`src/rtl/lpc_lattice_synth_pkg.sv`:
```
// lpc_lattice_synth_pkg
//   Shared Q15 arithmetic constants and the lattice FSM state type used by the
//   LPC lattice synthesis filter and its shared multiply-accumulate unit.
//   No ports.
package lpc_lattice_synth_pkg;

  // Rounding bias added to the full product before dropping the 15 fraction bits.
  localparam logic signed [31:0] Q15_ROUND = 32'sh0000_4000;
  localparam int                 Q15_SHIFT = 15;
  localparam logic signed [15:0] Q15_MAX   = 16'sh7FFF;
  localparam logic signed [15:0] Q15_MIN   = 16'sh8000;

  typedef enum logic [1:0] {
    IDLE = 2'd0,
    STF  = 2'd1,
    STB  = 2'd2,
    OUT  = 2'd3
  } state_t;

endpackage

```
`src/rtl/lpc_lattice_synth_if.sv`:
```
// lpc_lattice_synth_if
//   Coefficient-load and sample-stream signals of the lattice synthesis filter.
//   master: unpacker side (drives coefficients and excitation, sees output).
//   slave : filter side.
//   coef_in/coef_v/coef_clr : coefficient write / index and memory clear
//   x_in/x_v/x_rdy          : excitation sample handshake
//   y/vout                  : synthesised sample and its one-cycle valid pulse
interface lpc_lattice_synth_if #(
  parameter int W = 16
);
  logic signed [W-1:0] coef_in;
  logic                coef_v;
  logic                coef_clr;
  logic signed [W-1:0] x_in;
  logic                x_v;
  logic                x_rdy;
  logic signed [W-1:0] y;
  logic                vout;

  modport master (
    output coef_in, coef_v, coef_clr, x_in, x_v,
    input  x_rdy, y, vout
  );

  modport slave (
    input  coef_in, coef_v, coef_clr, x_in, x_v,
    output x_rdy, y, vout
  );
endinterface

```
`src/rtl/lpc_lattice_synth_q15_mac.sv`:
```
// lpc_lattice_synth_q15_mac
//   Combinational r = a +/- rnd(b*c), rnd(p) = (p + 0x4000) >>> 15 on the full
//   signed product. Shared by both half-steps of every lattice stage.
//   a, b, c : signed Q15 operands
//   sub     : 1 selects a - rnd(b*c), 0 selects a + rnd(b*c)
//   r       : signed Q15 result
//   Build option LPC_SYNTH_SAT_EN: result saturates to [0x8000, 0x7FFF];
//   otherwise it wraps to W bits.
module lpc_lattice_synth_q15_mac
  import lpc_lattice_synth_pkg::*;
#(
  parameter int W = 16
) (
  input  logic signed [W-1:0] a,
  input  logic signed [W-1:0] b,
  input  logic signed [W-1:0] c,
  input  logic                sub,
  output logic signed [W-1:0] r
);
  localparam int PW = 2 * W;

  logic signed [PW-1:0] prod;
  logic signed [PW-1:0] prod_b;
  logic signed [PW-1:0] prod_rnd;
  logic signed [PW-1:0] sum;

  always_comb begin
    prod     = PW'(b) * PW'(c);
    prod_b   = prod + PW'(Q15_ROUND);
    // prod_b is a signed variable, so this shift is arithmetic.
    prod_rnd = prod_b >>> Q15_SHIFT;
    // Summing at double width keeps the true result for the saturation check.
    sum      = sub ? (PW'(a) - prod_rnd) : (PW'(a) + prod_rnd);
`ifdef LPC_SYNTH_SAT_EN
    if (sum > PW'(Q15_MAX)) begin
      r = W'(Q15_MAX);
    end else if (sum < PW'(Q15_MIN)) begin
      r = W'(Q15_MIN);
    end else begin
      r = W'(sum);
    end
`else
    r = W'(sum);
`endif
  end
endmodule

```
`src/rtl/lpc_lattice_synth.sv`:
```
// lpc_lattice_synth
//   All-pole LPC lattice synthesis filter. Holds ORDER Q15 reflection
//   coefficients k[] and the backward lattice memory bst[]; each accepted
//   excitation sample walks the stages from i=ORDER-1 down to 0, two cycles per
//   stage on one shared multiplier, then emits y with a one-cycle vout pulse.
//   clk, rst : clock, synchronous active-high reset
//   bus      : lpc_lattice_synth_if.slave (coefficient load, sample handshake,
//              output sample)
//   Build option LPC_SYNTH_SAT_EN (in the MAC): saturating add/sub.
//
//   state | meaning
//   IDLE  | load/clear coefficients, wait for an excitation sample
//   STF   | forward update  f <= f - rnd(k[i]*bst[i])
//   STB   | backward update bst[i+1] <= bst[i] + rnd(k[i]*f), step i down
//   OUT   | publish y, seed bst[0] with the new output
module lpc_lattice_synth
  import lpc_lattice_synth_pkg::*;
#(
  parameter int ORDER = 10,
  parameter int W     = 16
) (
  input  logic               clk,
  input  logic               rst,
  lpc_lattice_synth_if.slave bus
);
  localparam int             IW     = $clog2(ORDER);
  localparam logic [IW-1:0]  I_LAST = IW'(ORDER - 1);

  state_t              state, state_nxt;
  logic signed [W-1:0] k   [ORDER];
  logic signed [W-1:0] bst [ORDER];
  logic signed [W-1:0] f;
  logic signed [W-1:0] y_r;
  logic                vout_r;
  logic [IW-1:0]       i;
  logic [IW-1:0]       coef_idx;
  logic                x_rdy;
  logic                accept;
  logic signed [W-1:0] mac_a;
  logic signed [W-1:0] mac_c;
  logic signed [W-1:0] mac_r;
  logic                mac_sub;

  assign x_rdy     = (state == IDLE) && !bus.coef_v && !bus.coef_clr;
  assign accept    = bus.x_v && x_rdy;
  assign bus.x_rdy = x_rdy;
  assign bus.y     = y_r;
  assign bus.vout  = vout_r;

  lpc_lattice_synth_q15_mac #(.W(W)) u_mac (
    .a   (mac_a),
    .b   (k[i]),
    .c   (mac_c),
    .sub (mac_sub),
    .r   (mac_r)
  );

  always_ff @(posedge clk) begin
    if (rst) begin
      state <= IDLE;
    end else begin
      state <= state_nxt;
    end
  end

  always_comb begin
    state_nxt = state;
    mac_a     = f;
    mac_c     = bst[i];
    mac_sub   = 1'b1;
    case (state)
      IDLE: if (accept) state_nxt = STF;
      STF:  state_nxt = STB;
      STB: begin
        mac_a     = bst[i];
        mac_c     = f;
        mac_sub   = 1'b0;
        state_nxt = (i == '0) ? OUT : STF;
      end
      OUT:     state_nxt = IDLE;
      default: state_nxt = IDLE;
    endcase
  end

  always_ff @(posedge clk) begin
    if (rst) begin
      f        <= '0;
      i        <= '0;
      coef_idx <= '0;
      y_r      <= '0;
      vout_r   <= 1'b0;
      for (int n = 0; n < ORDER; n++) begin
        k[n]   <= '0;
        bst[n] <= '0;
      end
    end else begin
      vout_r <= 1'b0;
      case (state)
        IDLE: begin
          if (bus.coef_clr) begin
            coef_idx <= '0;
            for (int n = 0; n < ORDER; n++) bst[n] <= '0;
          end else if (bus.coef_v) begin
            k[coef_idx] <= bus.coef_in;
            coef_idx    <= (coef_idx == I_LAST) ? '0 : coef_idx + IW'(1);
          end else if (accept) begin
            f <= bus.x_in;
            i <= I_LAST;
          end
        end
        STF: f <= mac_r;
        STB: begin
          // Stages run high to low, so bst[i] is still last sample's value
          // when stage i reads it; the top stage has no successor to feed.
          if (i != I_LAST) bst[i + IW'(1)] <= mac_r;
          if (i != '0) i <= i - IW'(1);
        end
        OUT: begin
          y_r    <= f;
          bst[0] <= f;
          vout_r <= 1'b1;
        end
        default: ;
      endcase
    end
  end
endmodule

```
`src/flat_wrapper.sv`:
```
// flat-port wrapper written by rule: the top's interface ports become plain ports
module lpc_lattice_synth_flat import lpc_lattice_synth_pkg::*;
#(
  parameter int ORDER = 10,
  parameter int W     = 16
)
  (clk, rst, bus_coef_in, bus_coef_v, bus_coef_clr, bus_x_in, bus_x_v, bus_x_rdy, bus_y, bus_vout);
  lpc_lattice_synth_if #(.W(W)) bus_i ();
  input  logic clk;
  input  logic rst;
  input wire logic [$bits(bus_i.coef_in)-1:0] bus_coef_in;
  input wire logic [$bits(bus_i.coef_v)-1:0] bus_coef_v;
  input wire logic [$bits(bus_i.coef_clr)-1:0] bus_coef_clr;
  input wire logic [$bits(bus_i.x_in)-1:0] bus_x_in;
  input wire logic [$bits(bus_i.x_v)-1:0] bus_x_v;
  output wire logic [$bits(bus_i.x_rdy)-1:0] bus_x_rdy;
  output wire logic [$bits(bus_i.y)-1:0] bus_y;
  output wire logic [$bits(bus_i.vout)-1:0] bus_vout;
  assign bus_i.coef_in = bus_coef_in;
  assign bus_i.coef_v = bus_coef_v;
  assign bus_i.coef_clr = bus_coef_clr;
  assign bus_i.x_in = bus_x_in;
  assign bus_i.x_v = bus_x_v;
  assign bus_x_rdy = bus_i.x_rdy;
  assign bus_y = bus_i.y;
  assign bus_vout = bus_i.vout;
  lpc_lattice_synth #(.ORDER(ORDER), .W(W)) u_core (.clk(clk), .rst(rst), .bus(bus_i));
endmodule
```
`config.mk`:
```
export PLATFORM = sky130hd
export DESIGN_NAME = lpc_lattice_synth_flat
export DESIGN_NICKNAME = d
export VERILOG_FILES = /design/src/rtl/lpc_lattice_synth_pkg.sv /design/src/rtl/lpc_lattice_synth_if.sv /design/src/rtl/lpc_lattice_synth_q15_mac.sv /design/src/rtl/lpc_lattice_synth.sv /design/src/flat_wrapper.sv
export SDC_FILE = /design/constraint.sdc
export NUM_CORES = 1
export LEC_CHECK = 0
export ABC_CLOCK_PERIOD_IN_PS = 10200
export BUFFER_PORTS_ARGS = -buffer_cell sky130_fd_sc_hd__buf_2
export CORE_UTILIZATION = 50
export CTS_CLUSTER_DIAMETER = 150
export DETAILED_ROUTE_END_ITERATION = 7
export GPL_TIMING_DRIVEN = 1
export PLACE_DENSITY = 0.71
export SYNTH_ARGS = -nofsm -noshare
export SYNTH_HDL_FRONTEND = slang
export SYNTH_SLANG_ARGS = --single-unit
```
`constraint.sdc`:
```
create_clock -name clk -period 10.2 [get_ports clk]
set_clock_uncertainty 0.05 [all_clocks]
set_input_delay 1.53 -clock clk [delete_from_list [all_inputs] [get_ports clk]]
set_output_delay 1.53 -clock clk [all_outputs]
set_load 0.01 [all_outputs]
```
==> results of run 1 <==
metal layers:
metal | wire length (um) | vias to the layer above | GRT usage | part of all wire
met5 | 0 | - | 0 | 0
met4 | 3190 | 0 | 0.0966 | 0.033
met3 | 8600 | 188 | 0.0471 | 0.090
met2 | 46100 | 1210 | 0.453 | 0.48
met1 | 37400 | 12008 | 0.378 | 0.39
li1 | - | 10106 | - | -
sequential cells by signal (all words and copies together), names as in the netlist, named ones only:
| name | count |
|---|---|
| u_core.bst | 256 |
| u_core.k | 256 |
| u_core.f | 16 |
| u_core.state | 2 |
| u_core.bus.vout | 1 |
| u_core.i | 4 |
| u_core.bus.y | 16 |
| u_core.coef_idx | 4 |
Yosys cell counts (all sizes together), types with 24 or more instances:
master,number,area (um^2)
ha,99,1240
o21ai,52,260
mux4,149,3360
nand3,24,120
nor2b,56,350
nor2,363,1370
and2,50,313
xnor2,41,359
clkbuf,112,420
dfxtp,47,941
edfxtp,512,15400
buf,26,144
nand2b,26,170
inv,340,1280
fa,257,5140
nand2,347,1310
a21oi,48,240
worst max-delay path: cells and delay by family, from the launching register on:
kind            cells  cell delay (ns)
compound gates     10             1.63
xor+xnor            4             0.67
fa+ha+maj           8             3.53
buf+inv            13             1.60
flops               1             0.37
mux                 3             1.37
simple gates        6             0.94
final cells by class:
type                       count  area, um^2
clock buffer                  66        1430
clock inverter                27         196
fill                        5132       26900
inverter                     342        1290
multi-input combinational   1738       16800
sequential                   559       16300
tap                          873        1090
timing repair buffer         404        3410
worst paths after layout:
| path | depth (start not counted) | startpoint | end | slack, ns |
|---|---|---|---|---|
| setup reg to reg | 44 | register | u_core.bst[8][15] | -0.29 |
| setup / recovery | 44 | register | u_core.bst[8][15] | -0.29 |
| hold reg to reg | 2 | u_core.bus.y[6] | u_core.bus.y[6] | 0.39 |
| hold / removal | 2 | u_core.bus.y[6] | u_core.bus.y[6] | 0.39 |
logic make-up (layout without fill, tap and decap cells):
group                    Yosys count  in the layout  synth area share
flip-flops                       559            559             0.477
multiplexers                     172            172             0.105
AND/OR/NAND/NOR                  939            940             0.120
adder cells (fa/ha/maj)          356            356             0.187
buffers and inverters            480            839            0.0541
XOR/XNOR                          57             57            0.0146
AO/OA/AOI/OAI                    213            213            0.0420
what timing repair did:
item / CTS / global route
resized for setup: 100 / 81
pin swaps: 69 / 48
setup endpoints to repair: 76 / 84
buffers inserted: 37 / 22
cloned: 4 / 0
metrics by stage:
step | setup TNS (ns) | hold slack [ns] | util | setup WS, ns
after floorplan | 0 | 0.410 | - | 0.0158
after global placement | -20.59 | 0.380 | 0.558 | -0.591
after detailed placement | -23.19 | 0.382 | 0.558 | -0.685
after CTS | -0.900 | 0.392 | 0.593 | -0.0985
after global routing | -18.41 | 0.413 | 0.601 | -0.563
final | -3.74 | 0.393 | 0.601 | -0.291
==> results.sh, run 1 <==
export IMPL_status="finished, violations left"
export IMPL_violations="setup timing"
export IMPL_layout_commonest_cell="edfxtp_1"
export IMPL_synth_flop_cell="edfxtp_1"
export IMPL_synth_seq_cells=559
export IMPL_drtIter0Drc=2437
export IMPL_fin_cells=4009
export IMPL_slew_headroom=0.230
export IMPL_cp_start_kind="register"
export IMPL_syn_nets=3169
export IMPL_routabilityCongestion=0.924
export IMPL_diodes=0
export IMPL_core_area_mm2=0.0674
export IMPL_drc_errors=0
export IMPL_grt_overflow=0
export IMPL_cts_hold_fix_buffers=0
export IMPL_clock_sinks=559
export IMPL_dp_final_hpwl_mm=68.4
export IMPL_grt_start_max_net_pins=52
export IMPL_antenna_found_initial=1
export IMPL_cp_common_cell="fa_1"
export IMPL_grt_pass1_wl_mm=145
export IMPL_max_freq_ghz=0.0953
export IMPL_crit_fanout=6
export IMPL_ctsRootBufferMaster="clkbuf_16"
export IMPL_synth_warnings=0
export IMPL_grt_pass1_vias=24237
export IMPL_setup_violations_final=25
export IMPL_tightest_slew_ns=1.15
export IMPL_portBuffers=54
export IMPL_path_clk_slew_ns=0.06
export IMPL_start_util=0.507
export IMPL_dieArea_mm2=0.0694
export IMPL_worst_setup_path_end_kind="register"
export IMPL_hold_viol_final=0
export IMPL_cts_tree="built"
export IMPL_via_count=23512
export IMPL_max_stage_delay_ns=0.60
export IMPL_drive_gt1_frac=0.252
export IMPL_syn_inst=2776
export IMPL_rsz0062_at_grt="true"
export IMPL_die_width_um=263
export IMPL_cts_max_level=2
export IMPL_netlist_area_mm2=0.0342
export IMPL_hold_class="register to register"
export IMPL_critPathArrivalTime_ns=10.74
export IMPL_clockBufferDepth=3
export IMPL_finalMaxSlewViolations=0
export IMPL_layout_min_cycle_time_ns=10.49
export IMPL_design_area_mm2=0.0405
export IMPL_avgSynthCellArea_um2=12.3
export IMPL_insertion_delay_ns=0.62
export IMPL_firstDrtPassIters=5
export IMPL_ys_seq_area_frac=0.477
export IMPL_viasPerCell=5.86
export IMPL_grt_use_total=0.278
export IMPL_row_count=95
export IMPL_wl_per_cell_um=23.8
export IMPL_fin_ws_ns=-0.291
export IMPL_wirelength_mm=95.2
export IMPL_path_class="register to register"
export IMPL_post_route_period_util=1.03
export IMPL_io_pins=55
export IMPL_nNetsFinal=3493
export IMPL_area_growth_pct=18.5
export IMPL_layout_common_cells="512 x edfxtp_1, 344 x nor2_1, 337 x nand2_1"
export IMPL_synthArstFlopShare=0
export IMPL_maxCapViolations=0
export IMPL_dpl_cell_area_mm2=0.0376
export IMPL_slowest_stage="mux4_2"
export IMPL_dpl_cell_count=3857
export IMPL_die_h_um=263
export IMPL_ant_nets=0
export IMPL_ys_types=72
export IMPL_synth_edf_count=512
export IMPL_cts_buffers=55
export IMPL_crit_required_ns=10.45
Power of run 1 is not shown: default switching activity piles up to over one toggle a cycle in this logic, so the estimate is an artifact.
==> run 2: changes to the inputs <==
--- a/config.mk
+++ b/config.mk
@@ -7,11 +7,11 @@
 export LEC_CHECK = 0
 export ABC_CLOCK_PERIOD_IN_PS = 10200
 export BUFFER_PORTS_ARGS = -buffer_cell sky130_fd_sc_hd__buf_2
-export CORE_UTILIZATION = 50
+export CORE_UTILIZATION = 30
 export CTS_CLUSTER_DIAMETER = 150
 export DETAILED_ROUTE_END_ITERATION = 7
 export GPL_TIMING_DRIVEN = 1
-export PLACE_DENSITY = 0.71
+export PLACE_DENSITY = 0.49
 export SYNTH_ARGS = -nofsm -noshare
 export SYNTH_HDL_FRONTEND = slang
 export SYNTH_SLANG_ARGS = --single-unit
==> results.sh, run 2 (synthesis gave the netlist of run 1 again) <==
export IMPL_cts_tree="built"
export IMPL_grt_met2_usage=0.298
export IMPL_drtIter0Drc=1834
export IMPL_finalMaxSlewViolations=0
export IMPL_cts_hold_fix_buffers=0
export IMPL_start_util=0.303
export IMPL_drc_errors=0
export IMPL_tightest_slew_ns=1.20
export IMPL_path_class="register to register"
export IMPL_ant_nets=0
export IMPL_rr_endpoint="u_core.bst[8][15]"
export IMPL_nNetsFinal=3529
export IMPL_use_met3=0.0227
export IMPL_cpLargestDelayFamily="adder cells"
export IMPL_io_pins=55
export IMPL_post_route_period_util=1.00
export IMPL_clockBufferDepth=3
export IMPL_crit_required_ns=10.51
export IMPL_layout_min_cycle_time_ns=10.20
export IMPL_hold_class="register to register"
export IMPL_layout_common_cells="512 x edfxtp_1, 349 x nor2_1, 337 x buf_4"
export IMPL_path_clk_slew_ns=0.07
export IMPL_portBuffers=54
export IMPL_cp_common_cell="fa_1"
export IMPL_firstDrtPassIters=5
export IMPL_dpl_cell_area_mm2=0.0388
export IMPL_die_width_um=340
export IMPL_slew_headroom=0.197
export IMPL_area_growth_pct=22.1
export IMPL_ctsRootBufferMaster="clkbuf_16"
export IMPL_status="finished, violations left"
export IMPL_wl_per_cell_um=21.7
export IMPL_core_area_mm2=0.113
export IMPL_hold_viol_final=0
export IMPL_cts_buffers=55
export IMPL_clock_sinks=559
export IMPL_layout_commonest_cell="edfxtp_1"
export IMPL_grt_busiest_layer="met2"
export IMPL_dpl_cell_count=4526
export IMPL_wirelength_mm=101
export IMPL_diodes=0
export IMPL_setup_violations_final=2
export IMPL_via_count=22559
export IMPL_worst_setup_path_end_kind="register"
export IMPL_fin_ws_ns=-0.000944
export IMPL_fin_cells=4679
export IMPL_cts_max_level=2
export IMPL_viasPerCell=4.82
export IMPL_grt_start_max_net_pins=41
export IMPL_critPathArrivalTime_ns=10.51
export IMPL_rrSetupSlack_ns=-0.0009
export IMPL_critPathBufInv=10
export IMPL_grtUsageMet1=0.245
export IMPL_grt_pass1_wl_mm=153
export IMPL_row_count=123
export IMPL_cp_start_kind="register"
export IMPL_reg2reg_depth=42
export IMPL_dieArea_mm2=0.115
export IMPL_antenna_found_initial=2
export IMPL_routabilityCongestion=0.837
export IMPL_crit_end="u_core.bst[8][15]"
export IMPL_design_area_mm2=0.0417
export IMPL_dp_final_hpwl_mm=73.2
export IMPL_maxCapViolations=0
export IMPL_max_stage_delay_ns=0.59
export IMPL_top_regs="u_core.bst x256, u_core.k x256"
export IMPL_insertion_delay_ns=0.61
export IMPL_max_freq_ghz=0.0980
export IMPL_die_h_um=340
export IMPL_grt_overflow=0
export IMPL_grt_use_total=0.178
export IMPL_violations="setup timing"
export IMPL_grt_pass1_vias=23842
export IMPL_drive_gt1_frac=0.262
export IMPL_rsz0062_at_grt="true"
export IMPL_slowest_stage="mux4_2"
export IMPL_path_depth=42
export IMPL_crit_fanout=8
==> run 2: cell count changes in the layout (fill, tap and decap cells not counted), moves of 5 or more <==
cell / before / now
clkbuf_1: 10 / 16
clkinv_1: 13 / 4
bufinv_16: 1 / 6
nor2_1: 344 / 349
nor2_4: 11 / 1
buf_4: 300 / 337
==> run 2: worst min-delay path by stage <==
stage / slack, ns / from / depth (start not counted) / to
finish: 0.39 / u_core.bus.y[9] / 2 / u_core.bus.y[9]
global route: 0.41 / u_core.bus.y[2] / 2 / u_core.bus.y[2]
CTS: 0.39 / u_core.bus.y[9] / 2 / u_core.bus.y[9]
detailed placement: 0.38 / u_core.bus.y[15] / 2 / u_core.bus.y[15]
global placement: 0.38 / u_core.bus.y[15] / 2 / u_core.bus.y[15]
floorplan: 0.41 / u_core.f[0] / 2 / u_core.bus.y[0]
==> run 2: per-stage QoR <==
stage / utilization / setup TNS, ns / setup slack, ns / hold slack [ns]
5_1_grt: 0.371 / -8.96 / -0.417 / 0.412
6_report: 0.371 / -0.00124 / -0.000944 / 0.391
2_1_floorplan: - / 0 / 0.0158 / 0.410
3_5_place_dp: 0.345 / -18.41 / -0.486 / 0.381
4_1_cts: 0.367 / -0.0170 / -0.0170 / 0.393
3_3_place_gp: 0.345 / -7.04 / -0.325 / 0.379
==> run 2: repair_timing <==
action / 4_1_cts / 5_1_grt
endpoints found under the setup margin: 91 / 93
gates cloned: 3 / 1
hold endpoints to repair: 0 / 0
setup buffers: 37 / 15
resized for setup: 80 / 79
pin swaps: 58 / 22
==> run 2: cell type report <==
type / instances / area [um^2]
timing repair buffer: 441 / 3660
sequential: 559 / 16300
tap: 1500 / 1880
inverter: 342 / 1290
clock inverter: 23 / 295
clock buffer: 77 / 1540
multi-input combinational: 1737 / 16700
fill: 10994 / 70900
==> run 2: tightest hold or removal path: stages (launching register included) <==
cell and delay (ns):
dfxtp_1 0.31, nand2_1 0.05, nand2_1 0.04
==> run 2: metal layers <==
| metal | up-vias | share of wire |
|---|---|---|
| met2 | 631 | 0.48 |
| met3 | 93 | 0.056 |
| met1 | 11667 | 0.44 |
| met4 | 2 | 0.018 |
| met5 | - | 0.00013 |
| li1 | 10166 | - |
Power of run 2 is left out for the same reason.
==> run 3: changes to the inputs <==
--- a/config.mk
+++ b/config.mk
@@ -12,6 +12,7 @@
 export DETAILED_ROUTE_END_ITERATION = 7
 export GPL_TIMING_DRIVEN = 1
 export PLACE_DENSITY = 0.49
+export SETUP_SLACK_MARGIN = 0.15
 export SYNTH_ARGS = -nofsm -noshare
 export SYNTH_HDL_FRONTEND = slang
 export SYNTH_SLANG_ARGS = --single-unit
==> results.sh, run 3 (synthesis gave the netlist of run 1 again) <==
export IMPL_nNetsFinal=3474
export IMPL_regArea_mm2=0.0163
export IMPL_start_util=0.303
export IMPL_cts_hold_fix_buffers=0
export IMPL_grt_start_max_net_pins=37
export IMPL_grt_overflow=0
export IMPL_antenna_found_initial=0
export IMPL_multi_input_area_mm2=0.0166
export IMPL_top_regs="u_core.bst x256, u_core.k x256"
export IMPL_row_count=123
export IMPL_dp_final_hpwl_mm=71.3
export IMPL_area_growth_pct=20.5
export IMPL_tightest_slew_ns=1.23
export IMPL_nFillCells=11015
export IMPL_dieArea_mm2=0.115
export IMPL_wirelength_mm=101
export IMPL_drive_gt1_frac=0.245
export IMPL_hold_viol_final=0
export IMPL_drc_errors=0
export IMPL_firstDrtPassIters=5
export IMPL_crit_fanout=7
export IMPL_routabilityCongestion=0.816
export IMPL_hold_class="register to register"
export IMPL_clock_sinks=559
export IMPL_cts_tree="built"
export IMPL_portBuffers=54
export IMPL_fin_cells=4629
export IMPL_path_clk_slew_ns=0.06
export IMPL_ctsRootBufferMaster="clkbuf_16"
export IMPL_setup_violations_final=0
export IMPL_status="finished clean"
export IMPL_dpl_cell_count=4472
export IMPL_insertion_delay_ns=0.63
export IMPL_drtIter0Drc=2055
export IMPL_post_route_period_util=0.998
export IMPL_ant_nets=0
export IMPL_slew_headroom=0.181
export IMPL_core_area_mm2=0.113
export IMPL_max_stage_delay_ns=0.56
export IMPL_critPathArrivalTime_ns=10.47
export IMPL_die_width_um=340
export IMPL_finalMaxSlewViolations=0
export IMPL_worst_setup_path_end_kind="register"
export IMPL_cp_start_kind="register"
export IMPL_maxCapViolations=0
export IMPL_cp_common_cell="fa_1"
export IMPL_rsz0062_at_grt="true"
export IMPL_io_pins=55
export IMPL_wl_per_cell_um=21.7
export IMPL_path_class="register to register"
export IMPL_via_count=22527
export IMPL_crit_required_ns=10.49
export IMPL_layout_common_cells="512 x edfxtp_1, 347 x nor2_1, 340 x nand2_1"
export IMPL_slowest_stage="mux4_2"
export IMPL_die_h_um=340
export IMPL_max_freq_ghz=0.0982
export IMPL_grt_pass1_wl_mm=152
export IMPL_layout_min_cycle_time_ns=10.18
export IMPL_viasPerCell=4.87
export IMPL_cpLargestDelayFamily="adder cells"
export IMPL_cts_max_level=2
export IMPL_grt_use_total=0.176
export IMPL_layout_commonest_cell="edfxtp_1"
export IMPL_grt_pass1_vias=23734
export IMPL_clockBufferDepth=3
export IMPL_critPathBufInv=9
export IMPL_cts_buffers=55
-- run 3: through the flow --
step                      setup slack (ns)  area [um^2]  utilization  hold WS, ns  setup TNS [ns]
after detailed placement            -0.351        38500        0.341        0.380           -8.79
after CTS                           0.0581        40600        0.360        0.395               0
after global placement              -0.292        38500        0.341        0.378           -6.30
after global routing                -0.360        41200        0.365        0.415          -15.16
final                               0.0218        41200        0.365        0.391               0
after floorplan                     0.0939        34600            -        0.410               0
-- run 3: worst paths after layout --
check	startpoint	endpoint	slack, ns	depth (start not counted)
max	register	u_core.bst[0][15]	0.02	41
min reg2reg	u_core.bus.y[10]	u_core.bus.y[10]	0.39	2
max reg2reg	register	u_core.bst[0][15]	0.02	41
min	u_core.bus.y[10]	u_core.bus.y[10]	0.39	2
-- run 3: worst min-delay path, cell delays in order, from the launching register on --
cell and delay, ns:
dfxtp_1 0.31, nand2_1 0.05, nand2_1 0.04
-- run 3: final cells by class --
| type | count | area share |
|---|---|---|
| multi-input combinational | 1738 | 0.404 |
| sequential | 559 | 0.397 |
| timing repair buffer | 385 | 0.0783 |
| tap | 1500 | 0.0456 |
| clock buffer | 69 | 0.0362 |
| inverter | 342 | 0.0312 |
| clock inverter | 35 | 0.00802 |
| antenna | 1 | 0.0000608 |
-- run 3: metal layers --
layer / track usage / share of wire / vias up
met5: 0 / 0 / -
met4: 0.0439 / 0.022 / 0
met3: 0.0280 / 0.062 / 118
met2: 0.284 / 0.47 / 647
met1: 0.248 / 0.45 / 11680
li1: - / - / 10082
-- run 3: what timing repair did --
action	4_1_cts	5_1_grt
buffers inserted	15	36
gates resized for setup	31	65
gates cloned	1	1
endpoints found under the setup margin	99	136
pin swaps	25	49
Power of run 3 is left out for the same reason.
